--- src/rtl/w_handler.sv ---
// W channel handler for an AXI write master.
// Queues accepted AW burst lengths, drives the W beats of each burst from a
// 32-bit data generator, and tracks B responses, completions and errors.
// Build option: define W_HANDLER_LFSR_EN to source W data from a 32-bit
// Galois LFSR instead of the default incrementing counter.
module w_handler #(
  parameter int DATA_WIDTH = 64,
  parameter int FIFO_DEPTH = 4
) (
  input  logic                    clk_i,
  input  logic                    rst_i,
  input  logic                    aw_fire_i,
  input  logic [7:0]              aw_len_i,
  output logic                    aw_ok_o,
  output logic                    w_valid_o,
  output logic [DATA_WIDTH-1:0]   w_data_o,
  output logic [DATA_WIDTH/8-1:0] w_strb_o,
  output logic                    w_last_o,
  input  logic                    w_ready_i,
  input  logic                    b_valid_i,
  input  logic [1:0]              b_resp_i,
  output logic                    b_ready_o,
  output logic [7:0]              outstanding_o,
  output logic [15:0]             done_cnt_o,
  output logic [15:0]             err_cnt_o,
  output logic                    overflow_o
);

  localparam int PTR_W = $clog2(FIFO_DEPTH);
  localparam int REPL  = DATA_WIDTH / 32;
  localparam logic [PTR_W:0] DEPTH_CNT = (PTR_W + 1)'(FIFO_DEPTH);

  typedef enum logic {IDLE, DATA} state_t;

  state_t state_q, state_d;

  logic [7:0]       fifo_mem [FIFO_DEPTH];
  logic [PTR_W-1:0] wr_ptr_q, rd_ptr_q;
  logic [PTR_W:0]   count_q;
  logic             fifo_full, fifo_empty;
  logic             push, pop, drop;

  logic [7:0]  beat_cnt_q, cur_len_q;
  logic [31:0] gen_q, gen_next;

  logic        b_ready_q;
  logic [7:0]  outstanding_q;
  logic [15:0] done_cnt_q, err_cnt_q, err_cnt_d;
  logic        overflow_q;

  logic        w_hs, last_hs, b_hs, spurious, b_err;
  logic [1:0]  err_inc;
  logic [16:0] err_sum;

  assign fifo_full  = (count_q == DEPTH_CNT);
  assign fifo_empty = (count_q == '0);
  assign push = aw_fire_i & (~fifo_full | pop);
  assign drop = aw_fire_i & fifo_full & ~pop;

  assign w_valid_o = (state_q == DATA);
  assign w_last_o  = w_valid_o & (beat_cnt_q == cur_len_q);
  assign w_data_o  = w_valid_o ? {REPL{gen_q}} : '0;
  assign w_strb_o  = w_valid_o ? '1 : '0;

  assign w_hs    = w_valid_o & w_ready_i;
  assign last_hs = w_hs & w_last_o;
  assign b_hs    = b_valid_i & b_ready_q;
  // A response with nothing outstanding and no completion this cycle is bogus.
  assign spurious = b_hs & (outstanding_q == '0) & ~last_hs;
  assign b_err    = b_hs & ((b_resp_i != 2'b00) | spurious);

  assign aw_ok_o       = ~fifo_full;
  assign b_ready_o     = b_ready_q;
  assign outstanding_o = outstanding_q;
  assign done_cnt_o    = done_cnt_q;
  assign err_cnt_o     = err_cnt_q;
  assign overflow_o    = overflow_q;

`ifdef W_HANDLER_LFSR_EN
  assign gen_next = {1'b0, gen_q[31:1]} ^ (gen_q[0] ? 32'h8020_0003 : 32'h0000_0000);
`else
  assign gen_next = gen_q + 32'd1;
`endif

  // Next-state logic: start a burst whenever a length is queued, leave after its last beat.
  always_comb begin
    state_d = state_q;
    pop     = 1'b0;
    case (state_q)
      IDLE: begin
        if (!fifo_empty) begin
          pop     = 1'b1;
          state_d = DATA;
        end
      end
      DATA: begin
        if (last_hs) state_d = IDLE;
      end
      default: state_d = IDLE;
    endcase
  end

  // State register.
  always_ff @(posedge clk_i) begin
    if (rst_i) state_q <= IDLE;
    else       state_q <= state_d;
  end

  // Length FIFO storage; contents are meaningless until counted in.
  always_ff @(posedge clk_i) begin
    if (push) fifo_mem[wr_ptr_q] <= aw_len_i;
  end

  // Length FIFO pointers and occupancy.
  always_ff @(posedge clk_i) begin
    if (rst_i) begin
      wr_ptr_q <= '0;
      rd_ptr_q <= '0;
      count_q  <= '0;
    end else begin
      if (push) wr_ptr_q <= wr_ptr_q + 1'b1;
      if (pop)  rd_ptr_q <= rd_ptr_q + 1'b1;
      case ({push, pop})
        2'b10:   count_q <= count_q + 1'b1;
        2'b01:   count_q <= count_q - 1'b1;
        default: count_q <= count_q;
      endcase
    end
  end

  // Burst tracking and data generator: load on pop, advance on every accepted beat.
  always_ff @(posedge clk_i) begin
    if (rst_i) begin
      beat_cnt_q <= '0;
      cur_len_q  <= '0;
      gen_q      <= 32'h0000_0001;
    end else if (pop) begin
      beat_cnt_q <= '0;
      cur_len_q  <= fifo_mem[rd_ptr_q];
    end else if (w_hs) begin
      beat_cnt_q <= beat_cnt_q + 8'd1;
      gen_q      <= gen_next;
    end
  end

  // Error events this cycle (dropped AW, bad or spurious B) summed with saturation.
  always_comb begin
    err_inc   = {1'b0, drop} + {1'b0, b_err};
    err_sum   = {1'b0, err_cnt_q} + {15'd0, err_inc};
    err_cnt_d = err_sum[16] ? 16'hFFFF : err_sum[15:0];
  end

  // Response side bookkeeping: ready, outstanding, completion and error counters.
  always_ff @(posedge clk_i) begin
    if (rst_i) begin
      b_ready_q     <= 1'b0;
      outstanding_q <= '0;
      done_cnt_q    <= '0;
      err_cnt_q     <= '0;
      overflow_q    <= 1'b0;
    end else begin
      b_ready_q <= 1'b1;
      if (last_hs && !b_hs) begin
        if (outstanding_q != 8'hFF) outstanding_q <= outstanding_q + 8'd1;
      end else if (b_hs && !last_hs) begin
        if (outstanding_q != 8'h00) outstanding_q <= outstanding_q - 8'd1;
      end
      if (b_hs && !spurious && done_cnt_q != 16'hFFFF) done_cnt_q <= done_cnt_q + 16'd1;
      err_cnt_q <= err_cnt_d;
      if (drop) overflow_q <= 1'b1;
    end
  end

endmodule

--- config.mk ---
export PLATFORM = sky130hd
export DESIGN_NAME = w_handler
export DESIGN_NICKNAME = d
export VERILOG_FILES = /design/src/rtl/w_handler.sv
export SDC_FILE = /design/constraint.sdc
export NUM_CORES = 1
export LEC_CHECK = 0
export CORE_UTILIZATION = 35
export CTS_BUF_LIST = sky130_fd_sc_hd__clkbuf_8
export DETAILED_ROUTE_END_ITERATION = 16
export SYNTH_ARGS = -nofsm -noshare
export SYNTH_HDL_FRONTEND = slang
export SYNTH_SLANG_ARGS = --single-unit
--- constraint.sdc ---
create_clock -name clk_i -period 4.1 [get_ports clk_i]
set_input_delay 0.82 -clock clk_i [delete_from_list [all_inputs] [get_ports clk_i]]
set_output_delay 0.82 -clock clk_i [all_outputs]
set_load 0.02 [all_outputs]
* Word-level counts from Yosys, hierarchy flattened
Memories as Yosys holds them, arrays and structs flattened. A register that Yosys moved wholly into a read port is not among the register bits.
Index checks and enable logic that the tools add are counted.
** Word-level totals
- Flip-flop bits (word level) :: 90
- RAM bits :: 32
- Input bits :: 15
- Output and inout port bits :: 117
- Logic and storage cells :: 78
- Memories :: 1
** Memories
- fifo_mem :: words 4, width 8, rd ports 1, clocked after Yosys merged registers in 1, write ports 1, line 37 : logic [7:0] fifo_mem [FIFO_DEPTH];
** Operators by class
- $add $sub $neg :: 11
- Equality and inequality tests :: 7
- Mux-type cells :: 15
- Bitwise operators :: 16
- Reductions and logical operators :: 17
** Operators with widths (number)
- $mux W64 :: 1
- $mux W8 :: 5
- $add A32 B1 Y32 const B :: 1
- $add A16 B2 Y17 :: 1
- $add A16 B1 Y16 const B :: 1
- $add A8 B1 Y8 const B :: 2
- $mux W16 :: 1
- $ne A16 B16 Y1 const B :: 1
- $and A1 B1 Y1 :: 10
- $eq A8 B8 Y1 :: 1
- $logic_not A8 Y1 :: 1
- $ne A8 B8 Y1 const B :: 1
- $reduce_bool A2 Y1 :: 4
- $reduce_bool A8 Y1 :: 1
- $sub A8 B1 Y8 const B :: 1
- $mux W1 :: 6
- $pmux W3 S2 :: 1
- $add A2 B1 Y2 const B :: 2
- $logic_and A1 B1 Y1 :: 4
- $not A1 Y1 :: 4
- $add A3 B1 Y3 const B :: 1
- $eq A3 B3 Y1 const B :: 1
- $logic_not A1 Y1 :: 3
- $logic_not A3 Y1 :: 1
- 10 further kinds :: 11

* Longest topological paths before layout
Gate-level depths: netlist of the first run.
- Depth after elaboration :: 10
- Gate-level depth with buffers :: 14
- Depth with buffers taken out :: 14

* Least setup slack after synthesis of the first run
Ideal clock, no wire load.
- Path type :: reg2reg
- Start point :: register state_q, in the netlist w_valid_o
- End point :: register outstanding_q[6], in the netlist outstanding_o[6]
- Library setup time :: 116 ps
- Data arrival time :: 3170 ps
- Required time :: 3984 ps
- Setup slack :: 814 ps
- Cell stages (with the launch flop) :: 15
- Buffers on the path :: 2
- Clock period less this slack :: 3286 ps
- Path through :: dfxtp_1 clkbuf_1 and2_1 clkbuf_1 nand2_1 inv_1 ha_1 inv_1 fa_1 a21o_1 a21oi_1 o21bai_1 a21oi_1 xnor2_1 a31o_2
** On the way
- Cells in the longest elaborated chain, start to end :: 6
- Elaborated cells between the ends (all ways) :: 11
- Classes of those cells :: 1 x eq/ne; 1 x mux; 3 x bitwise; 6 x reduce/logical
** Ends and longest elaborated chain
- start, declared :: line 35 : state_t state_q, state_d;
- start signal, assigned :: line 106 : else state_q <= state_d;
- $and A1 B1 Y1, on equally long branches :: line 65, 61
- $and A1 B1 Y1 (*) :: line 66 : assign last_hs = w_hs & w_last_o;
- $logic_not A1 Y1 :: line 165 : end else if (b_hs && !last_hs) begin
- $logic_and A1 B1 Y1 :: line 165
- $reduce_bool A2 Y1 (no line)
- $reduce_and A3 Y1 (no line)
- end signal, assigned :: line 164 : if (outstanding_q != 8'hFF) outstanding_q <= outstanding_q + 8'd1;
- end signal, assigned :: line 166 : if (outstanding_q != 8'h00) outstanding_q <= outstanding_q - 8'd1;
- end, declared :: line 47 : logic [7:0] outstanding_q;
Every way passes the cells marked *; elsewhere a longest branch is shown, timed or not.
A chain may end at the register's enable or synchronous reset.

* Worst setup path after layout of the first run
- Start point :: register outstanding_q[0], in the netlist outstanding_o[0]
- End point :: register err_cnt_q[3], in the netlist err_cnt_o[3]
** On the way
- Cells in the longest elaborated chain, start to end :: 8
** Ends and longest elaborated chain
- $logic_not A8 Y1 :: line 69 : assign spurious = b_hs & (outstanding_q == '0) & ~last_hs;
- $and A1 B1 Y1 (2 in series) :: line 69
- $or A1 B1 Y1 :: line 70 : assign b_err = b_hs & ((b_resp_i != 2'b00) | spurious);
- $and A1 B1 Y1 :: line 70
- $add A1 B1 Y2 :: line 148 : err_inc = {1'b0, drop} + {1'b0, b_err};
- $add A16 B2 Y17 :: line 149 : err_sum = {1'b0, err_cnt_q} + {15'd0, err_inc};
- $mux W16 :: line 150 : err_cnt_d = err_sum[16] ? 16'hFFFF : err_sum[15:0];
- end signal, assigned :: line 169 : err_cnt_q <= err_cnt_d;
- end, declared :: line 48 : logic [15:0] done_cnt_q, err_cnt_q, err_cnt_d;
No other way between the ends.

==> results of run 1 <==
through the flow:
stage          worst slack (ns)  hold WS, ns  instances  utilization (%)  total power, mW
2_1_floorplan             0.814        0.440        671                -             2.67
3_3_place_gp              0.420        0.455        973             42.7             3.00
3_5_place_dp              0.280        0.457        973             42.7             3.05
4_1_cts                   0.690        0.468       1005             44.9             4.18
5_1_grt                   0.402        0.500       1005             44.9             4.41
6_report                  0.677        0.467       1005             44.9             4.13
final timing paths:
check	start	endpoint	slack (ns)	depth (start not counted)
min reg2reg	cur_len_q[2]	cur_len_q[2]	0.47	2
min	cur_len_q[2]	cur_len_q[2]	0.47	2
max	outstanding_o[0]	err_cnt_o[3]	0.68	11
max reg2reg	outstanding_o[0]	err_cnt_o[3]	0.68	11
power breakdown:
part	internal (mW)	switching, mW	leakage (nW)	total (mW)
Combinational	0.639	0.789	1.60	1.43
Clock	0.595	0.522	0.196	1.12
Sequential	1.44	0.146	1.09	1.59
Total	2.68	1.46	2.88	4.13
state kept, by name, summed over array words and instances (netlist names), 2 cells and up:
register and count:
beat_cnt_q 8, count_q 3, cur_len_q 8, done_cnt_o 16, err_cnt_o 16, fifo_mem 32
gen_q 32, outstanding_o 8, rd_ptr_q 2, wr_ptr_q 2
critical path: stages (launching register included):
cell and delay (ns):
dfxtp_1 0.39, or4_1 0.53, nor2_1 0.21, a21boi_2 0.22
nor3_1 0.06, nor2_1 0.13, fa_1 0.24, ha_1 0.25
nand2_1 0.14, nor3_1 0.34, nand4_1 0.53, a21oi_1 0.32
logic make-up after synthesis:
group	count (synthesis)	synth area share [%]
compound gates	65	5.91
xor+xnor	62	8.41
fa+ha+maj	19	4.03
buf+inv	86	7.56
flops	130	45.3
mux	25	5.60
simple gates	284	23.2
cells in the final DEF (no fill, tap or decap), types with 7 or more instances in the layout:
cell type,n
buf_4,7
o21ai_0,9
dfxtp_1,98
and3_1,13
nor2_1,77
nand3_1,30
edfxtp_1,32
inv_1,21
mux4_2,8
xor2_1,38
nand4_1,17
mux2_2,9
nor2b_1,8
nand2_1,54
or3_1,7
a21oi_1,38
mux2i_1,8
clkdlybuf4s50_1,130
ha_1,16
nor3_1,8
and2_1,36
clkbuf_8,17
xnor2_1,24
area by class of cell:
cell class | count | area, um2
tap | 229 | 287
fill | 1752 | 9930
timing repair buffer | 138 | 1360
inverter | 21 | 78.8
clock inverter | 15 | 168
clock buffer | 17 | 234
sequential | 130 | 2920
multi-input combinational | 455 | 3050
per-layer routing:
layer,global-route usage (%),vias to the layer above
li1,-,2454
met1,19.4,2339
met2,27.0,105
met3,3.86,19
met4,6.04,0
met5,0,-
==> results.tsv, run 1 <==
metric	value	unit
Seq/Total Area, Yosys	45.3	%
Max Cap Viol	0	
Slew headroom	34.5	%
root buffer cell	clkbuf_8	
DRC viols	0	
synthesized area	0.00646	mm2
1st-iter DRT viols	176	
main area contributors after synthesis	dfxtp_1 (30%), edfxtp_1 (15%), xor2_1 (5.2%)	
H-tree levels	4	
Post-synth EDFFs	32	
Setup Fix Bufs, Post-CTS	0	
# diodes	0	
Peak supply drop	0.000436	V
Synth Area per Inst	9.62	um2
met1 wire length	6500	um
first-pass GRT wire length	23200	um
Slew Limit Fails	0	
Mapped Cells	671	
cell accounting for the most synthesized area	dfxtp_1	
Die X	138	um
Port Buffers	131	
Worst-Margin Slew	0.983	ns
vias per cell	4.89	
met3 WL	641	um
power per cell area	511	mW/mm2
crit path time final	3.42	ns
highest metal used	met4	
number of global-route vias before repair	4750	
initial antenna violation count	0	
HPWL Detailed	10400	um
Hold Crit Class	reg -> reg	
Antenna Nets Post-Route	0	
final hold violations	0	
Synth top cells by count	dfxtp_1 (98), nor2_1 (77), nand2_1 (54)	
IO Pins	132	
post-route setup TNS	0	ns
most frequent cell after synthesis	dfxtp_1	
kind of critical path	reg -> reg	
Post-DP Area	0.00769	mm2
Initial Utilization	35.8	%
Critical Path End Type	register	
Syn Nets	705	
final setup fails	0	
Synth async-reset ratio	0	%
clock sinks	130	
number of distinct library cells after synthesis	54	
synth warn	0	
clk buf depth	2	
average wire per cell in the routed design	14.5	um
fin crit share	83.5	%
hold buffer count at cts	0	
die area	0.0190	mm2
pin count of the biggest net entering global routing	94	
fin nets	797	
Top FF cell, synth	dfxtp_1	
layout cell share with drive strength beyond 1	8.63	%
outcome	finished, final reports clean	
Post-CTS Resized	0	
fin area	0.00809	mm2
CTS tree	built	
die height	138	um
worst path required time	4.45	ns
FF+latch count, synth	130	
Max Fclk	292	MHz
GRT Util Overall	15.9	%
metal2 WL	7220	um
Critical Path AT	3.78	ns
CTS buffer count	17	
Vias	4917	
Routed WL	14600	um
Initial DRT Pass Iterations	4	
CORE AREA	0.0180	mm2
Worst Setup Start Kind	register	
Reg clk slew, reported paths	0.08	ns
leak pwr	2.88	nW
grt total ovfl	0	
RSZ-0062 raised after global routing	no	
Worst Skew	0.0122	ns
P&R area growth vs syn	25.4	%
routability congestion estimate	0.843	
worst-skew pair later-pin latency	0.45	ns
share of the synthesized area in the top cell type	30.4	%
CP max FO	14	
# rows	49	
(Power assumes the default switching activity.)
==> run 2: changes to the inputs <==
==> constraint.sdc (replaced) <==
create_clock -name clk_i -period 3.4 [get_ports clk_i]
set_input_delay 0.68 -clock clk_i [delete_from_list [all_inputs] [get_ports clk_i]]
set_output_delay 0.68 -clock clk_i [all_outputs]
set_load 0.02 [all_outputs]
==> results.tsv, run 2 (synthesis gave the netlist of run 1 again) <==
metric	value	unit	change
CTS tree	built		
worst-skew pair later-pin latency	0.44	ns	about the same
worst slack, placed	-0.120	ns	-0.399 ns
Reg clk slew, reported paths	0.08	ns	about the same
Worst-Margin Slew	0.634	ns	-0.349 ns
Power, Total	4.89	mW	+18%
Critical Path End Type	register		
GRT Util Overall	15.4	%	-0.49 points
clk buf depth	2		unchanged
average wire per cell in the routed design	14.2	um	-2.5%
initial antenna violation count	0		unchanged
Routed WL	14400	um	-1.5%
leak pwr	2.92	nW	+1.3%
M1 GR Usage	19.3	%	-0.093 points
die height	138	um	unchanged
crit path time final	3.18	ns	-0.244 ns
grt total ovfl	0		unchanged
worst r2r src	beat_cnt_q[2]		
CTS buffer count	17		unchanged
Die X	138	um	unchanged
final hold violations	0		unchanged
post-route setup TNS	0	ns	unchanged
vias per cell	4.88		-0.32%
commonest cells after routing, fill and taps aside	clkdlybuf4s50_1 (130), dfxtp_1 (98), nor2_1 (77), nand2_1 (54)		
Vias	4955		+0.77%
final core occ	45.2	%	+0.28 points
Worst Skew	0.0121	ns	-0.0000854 ns
DRC viols	0		unchanged
Top Registers	fifo_mem (32), gen_q (32)		
RSZ-0062 raised after global routing	no		
IO Pins	132		unchanged
slowest stage cell on the critical path	dfxtp_1		
fin area	0.00815	mm2	+0.63%
Initial DRT Pass Iterations	4		unchanged
GR Util met2	25.7	%	-1.3 points
Layout fillers	1793		+2.3%
fin crit share	93.5	%	+10 points
Peak supply drop	0.000560	V	+28%
pin count of the biggest net entering global routing	47		-50%
Antenna Nets Post-Route	0		unchanged
Slew headroom	57.7	%	+23 points
clock sinks	130		unchanged
Slew Limit Fails	0		unchanged
Post-DP Area	0.00777	mm2	+0.98%
Max Cap Viol	0		unchanged
Hold Crit Class	reg -> reg		
most common cell after layout, fill and taps aside	clkdlybuf4s50_1		
layer with the highest usage	met2		
hold path start	cur_len_q[6]		
final setup fails	0		unchanged
setup ws final	0.221	ns	-0.456 ns
root buffer cell	clkbuf_8		
met3 Track Usage GR	3.83	%	-0.037 points
layout cell share with drive strength beyond 1	10.0	%	+1.4 points
# diodes	0		unchanged
worst path required time	3.73	ns	-0.72 ns
die area	0.0190	mm2	unchanged
non-filler cells, final	1016		+1.1%
routability congestion estimate	0.831		-1.5%
Max stage delay on crit path	0.47	ns	-0.06 ns
Port Buffers	131		unchanged
fin nets	808		+1.4%
Critical Path AT	3.50	ns	-0.28 ns
P&R area growth vs syn	26.2	%	
worst-path cell chain	nor2b_1 -> a221o_1 -> nor4_4 -> nand2_1 -> inv_1 -> ha_1 -> inv_1 -> fa_1 -> a21o_1 -> a21oi_1 -> o21bai_1 -> a21oi_1 -> xnor2_1 -> a31o_2		
dpl cells	983		+1.0%
1st-iter DRT viols	175		-0.57%
Max Fclk	315	MHz	+7.7%
CP max FO	7		-7
worst hold margin	0.470	ns	+0.00261 ns
H-tree levels	4		unchanged
Register Area	0.00292	mm2	unchanged
crit path launch	beat_cnt_q[2]		
number of global-route vias before repair	4672		-1.6%
Initial Utilization	35.8	%	unchanged
outcome	finished, final reports clean		
Worst Setup Start Kind	register		
power per cell area	600	mW/mm2	+17%
HPWL Detailed	10600	um	+1.6%
# rows	49		unchanged
first-pass GRT wire length	22600	um	-2.6%
CORE AREA	0.0180	mm2	unchanged
kind of critical path	reg -> reg		
multi-input logic area	0.00305	mm2	unchanged
## run 2: cell types whose count changed in the layout (fill, tap and decap cells not counted), sizes merged
cell	before	now
clkinv	8	7
inv	22	25
buf	8	19
bufinv	3	1
## run 2: layout make-up
type | count | area share [%]
clock buffer | 17 | 2.87
clock inverter | 15 | 1.67
inverter | 21 | 0.968
multi-input combinational | 455 | 37.4
sequential | 130 | 35.9
tap | 229 | 3.52
timing repair buffer | 149 | 17.7
## run 2: path summary, 6_finish.rpt
path / to / slack (ns) / cells past startpoint
hold reg to reg: cur_len_q[6] / 0.47 / 2
setup reg to reg: outstanding_o[6] / 0.22 / 14
setup / recovery: outstanding_o[6] / 0.22 / 14
hold / removal: cur_len_q[6] / 0.47 / 2
## run 2: timing repair
action                                 in CTS  in global routing
resized for setup                           0                  0
setup buffers                               0                  1
hold buffers                                0                  0
setup endpoints to repair                   0                 14
endpoints found under the hold margin       0                  0
## run 2: routing by layer
layer	up-vias	wire length [um]	part of all wire (%)
met3	13	552	3.8
met5	-	0	0
met1	2359	6470	45
met2	106	7190	50
met4	0	190	1.3
li1	2477	-	-
## run 2: critical path, delay by kind of cell, from the launching register on
kind | cells | cell delay (ns)
AO/OA/AOI/OAI | 6 | 1.21
adder cells (fa/ha/maj) | 2 | 0.61
flip-flops | 1 | 0.47
AND/OR/NAND/NOR | 3 | 0.46
buffers and inverters | 2 | 0.22
XOR/XNOR | 1 | 0.08
## run 2: power by group
part / internal (mW) / switching (mW) / leakage, nW
Sequential: 1.74 / 0.166 / 1.09
Combinational: 0.802 / 0.942 / 1.65
Clock: 0.584 / 0.652 / 0.181
==> run 3: changes to the inputs <==
--- a/config.mk
+++ b/config.mk
@@ -5,6 +5,7 @@
 export SDC_FILE = /design/constraint.sdc
 export NUM_CORES = 1
 export LEC_CHECK = 0
+export ABC_AREA = 1
 export CORE_UTILIZATION = 35
 export CTS_BUF_LIST = sky130_fd_sc_hd__clkbuf_8
 export DETAILED_ROUTE_END_ITERATION = 16
==> constraint.sdc (replaced) <==
create_clock -name clk_i -period 3.8 [get_ports clk_i]
set_input_delay 0.76 -clock clk_i [delete_from_list [all_inputs] [get_ports clk_i]]
set_output_delay 0.76 -clock clk_i [all_outputs]
set_load 0.02 [all_outputs]
==> results.tsv, run 3 <==
metric	value	unit	change
outcome	finished, final reports clean		
Antenna Nets Post-Route	0		unchanged
root buffer cell	clkbuf_8		
Top Registers	fifo_mem (32), gen_q (32)		
# rows	52		+6.1%
Critical Path End Type	register		
routability congestion estimate	0.850		+2.3%
die area	0.0218	mm2	+15%
multi-input logic area	0.00338	mm2	+11%
RSZ-0062 raised after global routing	no		
share of the synthesized area in the top cell type	26.4	%	-4.0 points
Max Cap Viol	0		unchanged
vias per cell	4.59		-6.0%
clock sinks	130		unchanged
pin count of the biggest net entering global routing	42		-11%
1st-iter DRT viols	269		+54%
Die X	148	um	+7.2%
Slew headroom	46.0	%	-12 points
FF+latch count, synth	130		unchanged
Max Fclk	324	MHz	
Top FF cell, synth	dfxtp_1		
Setup Fix Bufs, Post-CTS	0		unchanged
leak pwr	3.76	nW	+29%
Layout fillers	2110		+18%
H-tree levels	4		unchanged
grt total ovfl	0		unchanged
Post-synth EDFFs	32		unchanged
CP max FO	5		-2
most frequent cell after synthesis	nand2_1		
slowest stage cell on the critical path	clkdlybuf4s50_1		
GRT Util Overall	16.3	%	+0.88 points
hold buffer count at cts	0		unchanged
clk buf depth	2		unchanged
fin crit share	81.3	%	
Critical Path AT	3.49	ns	about the same
final hold violations	0		unchanged
CTS tree	built		
final setup fails	0		unchanged
Worst-Margin Slew	0.807	ns	+0.173 ns
Initial DRT Pass Iterations	4		unchanged
initial antenna violation count	0		unchanged
Synth Area per Inst	7.25	um2	-25%
layout cell share with drive strength beyond 1	8.83	%	-1.2 points
synthesized area	0.00744	mm2	+15%
crit path time final	3.09	ns	
Port Buffers	131		unchanged
Routed WL	17000	um	+18%
worst-path cell chain	clkdlybuf4s50_1 -> nand2_1 -> nor3_1 -> nand2_4 -> a21oi_1 -> fa_1 -> ha_1 -> nand3_1 -> inv_2 -> nand4_1 -> nor2_1 -> nand2_1 -> inv_2 -> nand3_2 -> inv_1 -> o21ai_0 -> inv_1		
Worst Setup Start Kind	input pin		
first-pass GRT wire length	28700	um	+27%
Syn Nets	1061		+50%
number of distinct library cells after synthesis	46		-15%
DRC viols	0		unchanged
IO Pins	132		unchanged
Reg clk slew, reported paths	0.09	ns	about the same
CORE AREA	0.0206	mm2	+14%
Power Internal	2.51	mW	-20%
HPWL Detailed	12600	um	+19%
P&R area growth vs syn	22.2	%	
CTS buffer count	17		unchanged
# diodes	0		unchanged
die height	148	um	+7.2%
dpl cells	1371		+39%
Mapped Cells	1027		+53%
worst path required time	4.20	ns	+0.47 ns
Post-DP Area	0.00872	mm2	+12%
Switch Pwr	1.59	mW	-9.4%
clock network fraction of total power	27.9	%	+2.6 points
Hold Crit Class	reg -> reg		
fin area	0.00909	mm2	+12%
commonest cells after routing, fill and taps aside	nand2_1 (202), inv_1 (168), clkdlybuf4s50_1 (131), nor2_1 (123), dfxtp_1 (97)		
cell accounting for the most synthesized area	dfxtp_1		
synth warn	0		unchanged
average wire per cell in the routed design	12.1	um	-15%
power per cell area	452	mW/mm2	-25%
Seq/Total Area, Yosys	39.3	%	-6.0 points
main area contributors after synthesis	dfxtp_1 (26%), edfxtp_1 (13%), nand2_1 (10%)		
Peak supply drop	0.000260	V	-54%
Initial Utilization	36.2	%	+0.37 points
Max stage delay on crit path	0.45	ns	-0.02 ns
Flop pwr share	40.8	%	+1.8 points
number of global-route vias before repair	5957		+28%
Register Area	0.00292	mm2	about the same
most common cell after layout, fill and taps aside	nand2_1		
switching share of power	38.8	%	+2.8 points
fin nets	1154		+43%
non-filler cells, final	1403		+38%
Post-CTS Resized	0		unchanged
post-route setup TNS	0	ns	unchanged
Slew Limit Fails	0		unchanged
kind of critical path	in -> reg		
Comb power frac	31.3	%	-4.4 points
worst-skew pair later-pin latency	0.45	ns	about the same
Vias	6433		+30%
Worst Skew	0.0121	ns	+0.0000250 ns
Synth async-reset ratio	0	%	unchanged
Synth top cells by count	nand2_1 (202), inv_1 (169), nor2_1 (123)		
## run 3: layout make-up
class / instances / area share, %
clock inverter: 15 / 1.50
clock buffer: 17 / 2.57
inverter: 180 / 7.46
sequential: 130 / 32.2
tap: 270 / 3.71
timing repair buffer: 143 / 15.4
multi-input combinational: 648 / 37.2
## run 3: through the flow
stage / setup slack (ns) / utilization (%) / total power, mW / hold slack (ns)
2_1_floorplan: 0.758 / - / 2.64 / 0.444
3_5_place_dp: 0.221 / 42.4 / 3.00 / 0.457
4_1_cts: 0.706 / 44.2 / 4.16 / 0.481
3_3_place_gp: 0.270 / 42.4 / 2.99 / 0.460
6_report: 0.711 / 44.2 / 4.11 / 0.482
5_1_grt: 0.449 / 44.2 / 4.40 / 0.505
## run 3: final timing paths
path / startpoint / end / slack, ns / cells past startpoint
worst min-delay path: overflow_o / overflow_o / 0.48 / 1
worst max register to register: beat_cnt_q[3] / err_cnt_o[12] / 1.00 / 21
worst min register to register: overflow_o / overflow_o / 0.48 / 1
worst max-delay path: b_valid_i / err_cnt_o[12] / 0.71 / 17
## run 3: worst max-delay path, delay by kind of cell
kind	cells	cell delay, ns
adders and majority gates	2	0.39
and+or+nand+nor	8	1.20
buffers and inverters	5	0.87
AOI/OAI and AO/OA	2	0.27
## run 3: logic make-up (layout without fill, tap and decap cells)
logic type                 after synthesis  after routing  share of synthesized area (%)
xor gates and xnor gates                19             19                           2.24
adders and majority gates               19             19                           3.50
AOI/OAI and AO/OA                      140            140                           10.0
buffers and inverters                  249            355                           15.3
DFF                                    130            130                           39.3
and+or+nand+nor                        470            470                           29.7
## run 3: per-layer routing
layer | part of all wire, % | GRT usage, % | vias up | routed length (um)
met5 | 0 | 0 | - | 0
met4 | 0.76 | 4.48 | 0 | 129
met3 | 3.8 | 3.67 | 10 | 651
met2 | 46 | 26.8 | 111 | 7810
met1 | 49 | 21.4 | 2886 | 8390
li1 | - | - | 3426 | -
## run 3: power by group through the flow
stage	combinational [mW]	clock [mW]	sequential [mW]
after floorplan	0.951	0	1.69
after global placement	1.28	0	1.71
after detailed placement	1.29	0	1.71
after CTS	1.30	1.19	1.68
after global routing	1.45	1.25	1.70
final	1.29	1.15	1.68
